`src/rtl/muldiv_pkg.sv`:
```
// Shared types and constants for the EX-stage multiply/divide sequencer.
package muldiv_pkg;

  typedef enum logic [1:0] {IDLE, MUL, DIV, DONE} state_t;
  typedef enum logic {MD_MUL, MD_DIV} md_kind_t;

  // Quotient reported for any divide by zero
  localparam logic [31:0] DIV0_Q = 32'hFFFF_FFFF;
  // 32 restoring iterations plus one sign-fix cycle
  localparam int unsigned DIV_LAT = 33;

  // Decoder alu_op codes handled here (MIPS funct values)
  localparam logic [5:0] ALU_MTHI  = 6'h11;
  localparam logic [5:0] ALU_MTLO  = 6'h13;
  localparam logic [5:0] ALU_MULT  = 6'h18;
  localparam logic [5:0] ALU_MULTU = 6'h19;
  localparam logic [5:0] ALU_DIV   = 6'h1A;
  localparam logic [5:0] ALU_DIVU  = 6'h1B;

  // Two's-complement negate when neg is set
  function automatic logic [31:0] neg_if(input logic [31:0] v, input logic neg);
    return neg ? (~v + 32'd1) : v;
  endfunction

  // Magnitude of a 32-bit value, treated as signed only when is_signed is set
  function automatic logic [31:0] mag32(input logic [31:0] v, input logic is_signed);
    return neg_if(v, is_signed && v[31]);
  endfunction

endpackage

```
`src/rtl/ex_muldiv_seq_div_radix2.sv`:
```
// Unsigned restoring divider, one quotient bit per cycle. The first iteration is
// taken on the start edge, so the result is valid in the cycle done is high.
module div_radix2 #(
  parameter int unsigned Iter = 32
) (
  input  logic        clk,
  input  logic        rst,
  input  logic        start,
  input  logic        abort,
  input  logic [31:0] dividend,
  input  logic [31:0] divisor,
  output logic        done,
  output logic [31:0] quotient,
  output logic [31:0] remainder
);

  localparam int unsigned CntW = $clog2(Iter + 1);
  localparam logic [CntW-1:0] CntLast = CntW'(Iter);
  localparam logic [CntW-1:0] CntOne  = CntW'(1);

  logic            run_q, run_d;
  logic [CntW-1:0] cnt_q, cnt_d;
  logic [31:0]     rem_q, rem_d;
  logic [31:0]     quo_q, quo_d;
  logic [31:0]     dsr_q, dsr_d;

  logic [31:0] rem_in, quo_in, dsr_in, rem_nx, quo_nx;
  logic [32:0] rem_sh;
  logic        ge;

  // One restoring step, fed from the operands on start, else from the registers
  always_comb begin
    rem_in = start ? 32'd0 : rem_q;
    quo_in = start ? dividend : quo_q;
    dsr_in = start ? divisor : dsr_q;
    rem_sh = {rem_in, quo_in[31]};
    ge     = rem_sh >= {1'b0, dsr_in};
    // True difference is below 2^32 whenever ge holds, so 32-bit wrap is exact
    rem_nx = ge ? (rem_sh[31:0] - dsr_in) : rem_sh[31:0];
    quo_nx = {quo_in[30:0], ge};
  end

  // Iteration control and next-state selection
  always_comb begin
    run_d = run_q;
    cnt_d = cnt_q;
    rem_d = rem_q;
    quo_d = quo_q;
    dsr_d = dsr_q;
    done  = run_q && (cnt_q == CntLast);
    if (abort) begin
      run_d = 1'b0;
    end else if (start) begin
      run_d = 1'b1;
      cnt_d = CntOne;
      rem_d = rem_nx;
      quo_d = quo_nx;
      dsr_d = divisor;
    end else if (run_q) begin
      if (done) begin
        run_d = 1'b0;
      end else begin
        cnt_d = cnt_q + CntOne;
        rem_d = rem_nx;
        quo_d = quo_nx;
      end
    end
  end

  // Divider state registers
  always_ff @(posedge clk) begin
    if (rst) begin
      run_q <= 1'b0;
      cnt_q <= '0;
      rem_q <= '0;
      quo_q <= '0;
      dsr_q <= '0;
    end else begin
      run_q <= run_d;
      cnt_q <= cnt_d;
      rem_q <= rem_d;
      quo_q <= quo_d;
      dsr_q <= dsr_d;
    end
  end

  assign quotient  = quo_q;
  assign remainder = rem_q;

endmodule

```
`src/rtl/ex_muldiv_seq.sv`:
```
// EX-stage MULT/MULTU/DIV/DIVU sequencer owning architectural HI/LO.
// Optional feature macro: MULDIV_DIV0_FAST_EN (zero divisor completes in one cycle).
module ex_muldiv_seq
  import muldiv_pkg::*;
#(
  parameter int unsigned MUL_LAT  = 2,
  parameter int unsigned DIV_ITER = 32
) (
  input  logic        clk,
  input  logic        rst,
  input  logic        op_valid,
  input  logic [5:0]  alu_op,
  input  logic [31:0] src_a,
  input  logic [31:0] src_b,
  input  logic        flush,
  output logic        stall_req,
  output logic [31:0] hi_o,
  output logic [31:0] lo_o,
  output logic        busy
);

  localparam int unsigned PDepth  = (MUL_LAT > 1) ? MUL_LAT - 1 : 1;
  localparam logic [5:0]  MulLast = 6'(MUL_LAT - 1);
  localparam logic [5:0]  DivLast = 6'(DIV_LAT - 1);
  localparam logic [5:0]  CntOne  = 6'd1;

  state_t      state_q, state_d;
  logic [5:0]  cnt_q, cnt_d;
  logic [31:0] hi_q, hi_d, lo_q, lo_d;
  logic [31:0] dvd_q, dvd_d;
  logic        neg_quo_q, neg_quo_d;
  logic        neg_rem_q, neg_rem_d;
  logic        div0_q, div0_d;
  logic [63:0] prod_q [PDepth];
  logic [63:0] prod_d [PDepth];

  md_kind_t    kind;
  logic        is_md, is_signed, start, mt_en, div0_now;
  logic [63:0] a_ext, b_ext, product, mul_res;
  logic        div_start, div_done;
  logic [31:0] div_quo, div_rem;

  // Decode the incoming op and form the 64-bit product of the extended operands
  always_comb begin
    is_md     = alu_op inside {ALU_MULT, ALU_MULTU, ALU_DIV, ALU_DIVU};
    is_signed = (alu_op == ALU_MULT) || (alu_op == ALU_DIV);
    kind      = ((alu_op == ALU_MULT) || (alu_op == ALU_MULTU)) ? MD_MUL : MD_DIV;
    start     = op_valid && !flush && (state_q == IDLE) && is_md;
    mt_en     = op_valid && !flush && (state_q == IDLE);
    div0_now  = (src_b == 32'd0);
    // Low 64 bits of the extended product equal the signed/unsigned 64-bit result
    a_ext     = {{32{is_signed & src_a[31]}}, src_a};
    b_ext     = {{32{is_signed & src_b[31]}}, src_b};
    product   = a_ext * b_ext;
    div_start = start && (kind == MD_DIV);
  end

  assign busy      = (state_q == MUL) || (state_q == DIV);
  assign stall_req = start || (busy && !flush);
  assign hi_o      = hi_q;
  assign lo_o      = lo_q;
  assign mul_res   = prod_q[PDepth-1];

  div_radix2 #(
    .Iter(DIV_ITER)
  ) u_div (
    .clk      (clk),
    .rst      (rst),
    .start    (div_start),
    .abort    (flush),
    .dividend (mag32(src_a, is_signed)),
    .divisor  (mag32(src_b, is_signed)),
    .done     (div_done),
    .quotient (div_quo),
    .remainder(div_rem)
  );

  // Product pipeline: capture on a multiply start, then shift one stage per cycle
  always_comb begin
    prod_d[0] = (start && (kind == MD_MUL)) ? product : prod_q[0];
    for (int i = 1; i < PDepth; i++) begin
      prod_d[i] = prod_q[i-1];
    end
  end

  // Sequencer FSM, counter, sign fix and HI/LO write selection
  always_comb begin
    state_d   = state_q;
    cnt_d     = cnt_q;
    hi_d      = hi_q;
    lo_d      = lo_q;
    dvd_d     = dvd_q;
    neg_quo_d = neg_quo_q;
    neg_rem_d = neg_rem_q;
    div0_d    = div0_q;
    unique case (state_q)
      IDLE: begin
        if (start) begin
          cnt_d     = CntOne;
          dvd_d     = src_a;
          neg_quo_d = is_signed && (src_a[31] ^ src_b[31]);
          neg_rem_d = is_signed && src_a[31];
          div0_d    = div0_now;
          if (kind == MD_MUL) begin
            if (MUL_LAT == 1) begin
              hi_d    = product[63:32];
              lo_d    = product[31:0];
              state_d = DONE;
            end else begin
              state_d = MUL;
            end
          end else begin
`ifdef MULDIV_DIV0_FAST_EN
            if (div0_now) begin
              hi_d    = src_a;
              lo_d    = DIV0_Q;
              state_d = DONE;
            end else begin
              state_d = DIV;
            end
`else
            state_d = DIV;
`endif
          end
        end else if (mt_en) begin
          if (alu_op == ALU_MTHI) hi_d = src_a;
          if (alu_op == ALU_MTLO) lo_d = src_a;
        end
      end
      MUL: begin
        if (flush) begin
          state_d = IDLE;
        end else if (cnt_q == MulLast) begin
          hi_d    = mul_res[63:32];
          lo_d    = mul_res[31:0];
          state_d = DONE;
        end else begin
          cnt_d = cnt_q + CntOne;
        end
      end
      DIV: begin
        if (flush) begin
          state_d = IDLE;
        end else if ((cnt_q == DivLast) && div_done) begin
          // A zero divisor bypasses the sign fix entirely
          if (div0_q) begin
            hi_d = dvd_q;
            lo_d = DIV0_Q;
          end else begin
            hi_d = neg_if(div_rem, neg_rem_q);
            lo_d = neg_if(div_quo, neg_quo_q);
          end
          state_d = DONE;
        end else begin
          cnt_d = cnt_q + CntOne;
        end
      end
      DONE: state_d = IDLE;
      default: state_d = IDLE;
    endcase
  end

  // Sequencer state and architectural HI/LO
  always_ff @(posedge clk) begin
    if (rst) begin
      state_q   <= IDLE;
      cnt_q     <= '0;
      hi_q      <= '0;
      lo_q      <= '0;
      dvd_q     <= '0;
      neg_quo_q <= 1'b0;
      neg_rem_q <= 1'b0;
      div0_q    <= 1'b0;
    end else begin
      state_q   <= state_d;
      cnt_q     <= cnt_d;
      hi_q      <= hi_d;
      lo_q      <= lo_d;
      dvd_q     <= dvd_d;
      neg_quo_q <= neg_quo_d;
      neg_rem_q <= neg_rem_d;
      div0_q    <= div0_d;
    end
  end

  // Product pipeline registers
  always_ff @(posedge clk) begin
    if (rst) begin
      for (int i = 0; i < PDepth; i++) prod_q[i] <= '0;
    end else begin
      for (int i = 0; i < PDepth; i++) prod_q[i] <= prod_d[i];
    end
  end

endmodule

```
`config.mk`:
```
export PLATFORM = sky130hd
export DESIGN_NAME = ex_muldiv_seq
export DESIGN_NICKNAME = d
export VERILOG_FILES = /design/src/rtl/muldiv_pkg.sv /design/src/rtl/ex_muldiv_seq_div_radix2.sv /design/src/rtl/ex_muldiv_seq.sv
export SDC_FILE = /design/constraint.sdc
export NUM_CORES = 2
export LEC_CHECK = 0
export ABC_AREA = 0
export BUFFER_PORTS_ARGS = -buffer_cell sky130_fd_sc_hd__buf_2
export CAP_MARGIN = 15
export CELL_PAD_IN_SITES_DETAIL_PLACEMENT = 0
export CELL_PAD_IN_SITES_GLOBAL_PLACEMENT = 2
export CORE_MARGIN = 3
export CORE_UTILIZATION = 41
export DETAILED_ROUTE_END_ITERATION = 8
export GPL_TIMING_DRIVEN = 0
export PLACE_DENSITY = 0.89
export SETUP_SLACK_MARGIN = 0.4
export SLEW_MARGIN = 20
export SYNTH_ARGS = -nofsm -noshare
export SYNTH_HDL_FRONTEND = slang
export SYNTH_SLANG_ARGS = --single-unit
export TNS_END_PERCENT = 50
```
`constraint.sdc`:
```
create_clock -name clk -period 12.46 [get_ports clk]
set_clock_uncertainty 0.2 [all_clocks]
set_input_delay 2.492 -clock clk [delete_from_list [all_inputs] [get_ports clk]]
set_output_delay 2.492 -clock clk [all_outputs]
set_load 0.005 [all_outputs]
```
==> out/results.ini <==
[status]
status = finished clean

[finish]
fin_util = 0.448
nFillCells = 13200
final_common_cell = inv_1
fin_area_sq_mm = 0.0583
area_growth_pct = 7.90
final_cell_mix = 1149 x inv_1, 1124 x fa_1, 1117 x nand2_1
finalNetCount = 8043
drive_above_1_share = 0.0443
fin_cells = 8361

[clock_tree]
tritoncts = built
cts_hold_buf = 0
cts_num_sinks = 274
clk_pin_slew_ps = 60
cts_buffer_depth = 3
numCtsBuffers = 34
cts.htree.levels = 2
cts_root_buffer = clkbuf_16
clk_latency_ps = 550

[global_route]
grt_pass1_vias = 46700
grt_pass1_wl_mm = 326
gr-max-usage-layer = met2
grt_use_met3 = 0.0603
gr-total-overflow = 0
use_met1 = 0.457
track_usage = 0.329
antenna_found_initial = 17
grtUsageMet2 = 0.506
grt_max_degree = 25

[timing]
finalSetupTns_ps = 0
tightest_slew_ps = 1200
final-hold-violation-count = 0
max_freq_ghz = 0.0833
slew_headroom = 0.197
finalSetupViolCount = 0
finalCriticalPeriod_ps = 12000
slew_violations = 0
rsz0062_at_grt = yes
fin_crit_sh = 0.963

[critical_path]
crit_fanout = 10
crit_path_top_delay_cell = clkbuf_1
crit_type = input pin to flop
crit_path_end_kind = flop
cp_common_cell = fa_1
crit_arrival_ps = 12240
r2r-end = u_div.remainder[30]
required_ps = 12700
regToRegSetupSlack_ps = 4970
slowest_delay_ps = 840
critPathLaunchType = input pin
r2r-start = state_q[0]
r2r.worst_path.cells = 20

[placement]
dp_cells = 8290
gp_congestion = 1.05
numPortBuffers = 110
placed_area_sq_mm = 0.0569
hpwl_mm = 189

[worst_hold_path]
min_to = prod_q[0][9]
hp-start = prod_q[0][9]
whs_path_depth = 2
hold_class = flop to flop

[detailed_routing]
wl_mm = 225
drt_iter0_drc = 4884
drtAntennaViolNets = 0
routedWlPerCell_microns = 26.9
first_pass_iters = 5
vias_per_cell = 5.56
route.detailed.drc = 0
route.vias.total = 46500

[synth]
netlist_instances = 6431
synth_area_sq_mm = 0.0540
synth-main-ff-cell = dfxtp_1
ys_seq_area_frac = 0.102
synth_fp_nets = 7889
synth_edf_count = 0
ys_types = 72
async_flop_share = 0
ys_seq_elements = 274
postSynthAreaPerCell_sq_um = 8.40
yosys_warnings = 0

[die]
die_h_microns = 369
rows = 132
core_sq_mm = 0.130
die_width_microns = 369
initial_utilization = 0.415
dieArea_sq_mm = 0.136
ios = 140

[job]
cap_viol_max_count = 0

-- Yosys cell counts, drive strengths merged, types with 24 or more instances --
cell type / instances / area, sq um
nor3: 38 / 195
a21o: 42 / 315
dfxtp: 274 / 5490
xnor2: 114 / 998
nand2: 1117 / 4190
buf: 94 / 390
inv: 1153 / 4330
o31ai: 38 / 285
and3: 29 / 181
nand4: 24 / 150
nor2: 340 / 1280
ha: 258 / 3230
xor2: 88 / 771
and2: 351 / 2200
o21ai: 180 / 901
fa: 1126 / 22500
or3: 32 / 215
a311oi: 57 / 499
a211oi: 62 / 465
nand3: 52 / 260
a21oi: 379 / 1900
clkbuf: 342 / 1280
-- cells by family (layout without fill, tap and decap cells) --
| group | count (synthesis) | after routing | synth area share |
|---|---|---|---|
| buffers and inverters | 1589 | 1767 | 0.111 |
| other | 0 | 10 | 0 |
| and+or+nand+nor | 2078 | 2078 | 0.173 |
| AOI/OAI and AO/OA | 895 | 895 | 0.102 |
| xor gates and xnor gates | 202 | 202 | 0.0328 |
| muxes | 9 | 9 | 0.00167 |
| adders and majority gates | 1384 | 1384 | 0.477 |
| DFF | 274 | 274 | 0.102 |
-- how the worst max path moves through the flow --
stage | cells past startpoint | endpoint | slack (ps) | startpoint
2_1_floorplan | 30 | prod_q[0][62] | 960 | alu_op[2]
3_3_place_gp | 31 | prod_q[0][62] | -2570 | alu_op[2]
3_5_place_dp | 29 | prod_q[0][62] | -2280 | alu_op[2]
4_1_cts | 31 | prod_q[0][62] | 420 | alu_op[2]
5_1_grt | 33 | prod_q[0][59] | 390 | alu_op[2]
6_report | 29 | prod_q[0][62] | 460 | src_a[9]
-- layout make-up --
class | count | area (sq um) | area share
Multi-Input combinational cell | 4568 | 42600 | 0.731
Sequential cell | 274 | 5490 | 0.0941
Inverter | 1153 | 4340 | 0.0745
Tap cell | 1742 | 2180 | 0.0374
Buffer | 436 | 1810 | 0.0311
Clock buffer | 49 | 988 | 0.0170
Timing Repair Buffer | 118 | 723 | 0.0124
Clock inverter | 11 | 92.6 | 0.00159
Antenna cell | 10 | 25.0 | 0.000429
-- stage by stage --
stage               setup WS (ps)  hold WS [ps]
floorplan                     960           232
global placement            -2570           242
detailed placement          -2280           246
CTS                           422           254
global route                  393           270
finish                        459           256
-- layer usage --
layer  vias to the layer above  part of all wire
met2                      2305              0.44
li1                      20000                 -
met4                        10             0.050
met5                         -           0.00027
met1                     23700              0.42
met3                       434             0.095
-- flip-flops by register name, indices dropped and copies added, names as in the netlist --
register	cells
cnt_q	6
dvd_q	32
neg_rem_q	1
div0_q	1
neg_quo_q	1
u_div.run_q	1
u_div.cnt_q	6
prod_q	64
u_div.quotient	32
u_div.remainder	32
hi_o	32
lo_o	32
state_q	2
u_div.dsr_q	32
-- repair_timing --
action | CTS | global route
pin swaps | 0 | 1
resized for setup | 38 | 62
setup buffers | 1 | 0
setup endpoints to repair | 25 | 7
-- critical path: cells and delay by family --
family                   cells  cell delay (ps)
AND/OR/NAND/NOR              6             1600
AO/OA/AOI/OAI                5             1260
buffers and inverters        9             2540
adder cells (fa/ha/maj)      9             4310
Power is not shown: default switching activity piles up to over one toggle a cycle in this logic, so the estimate is an artifact.
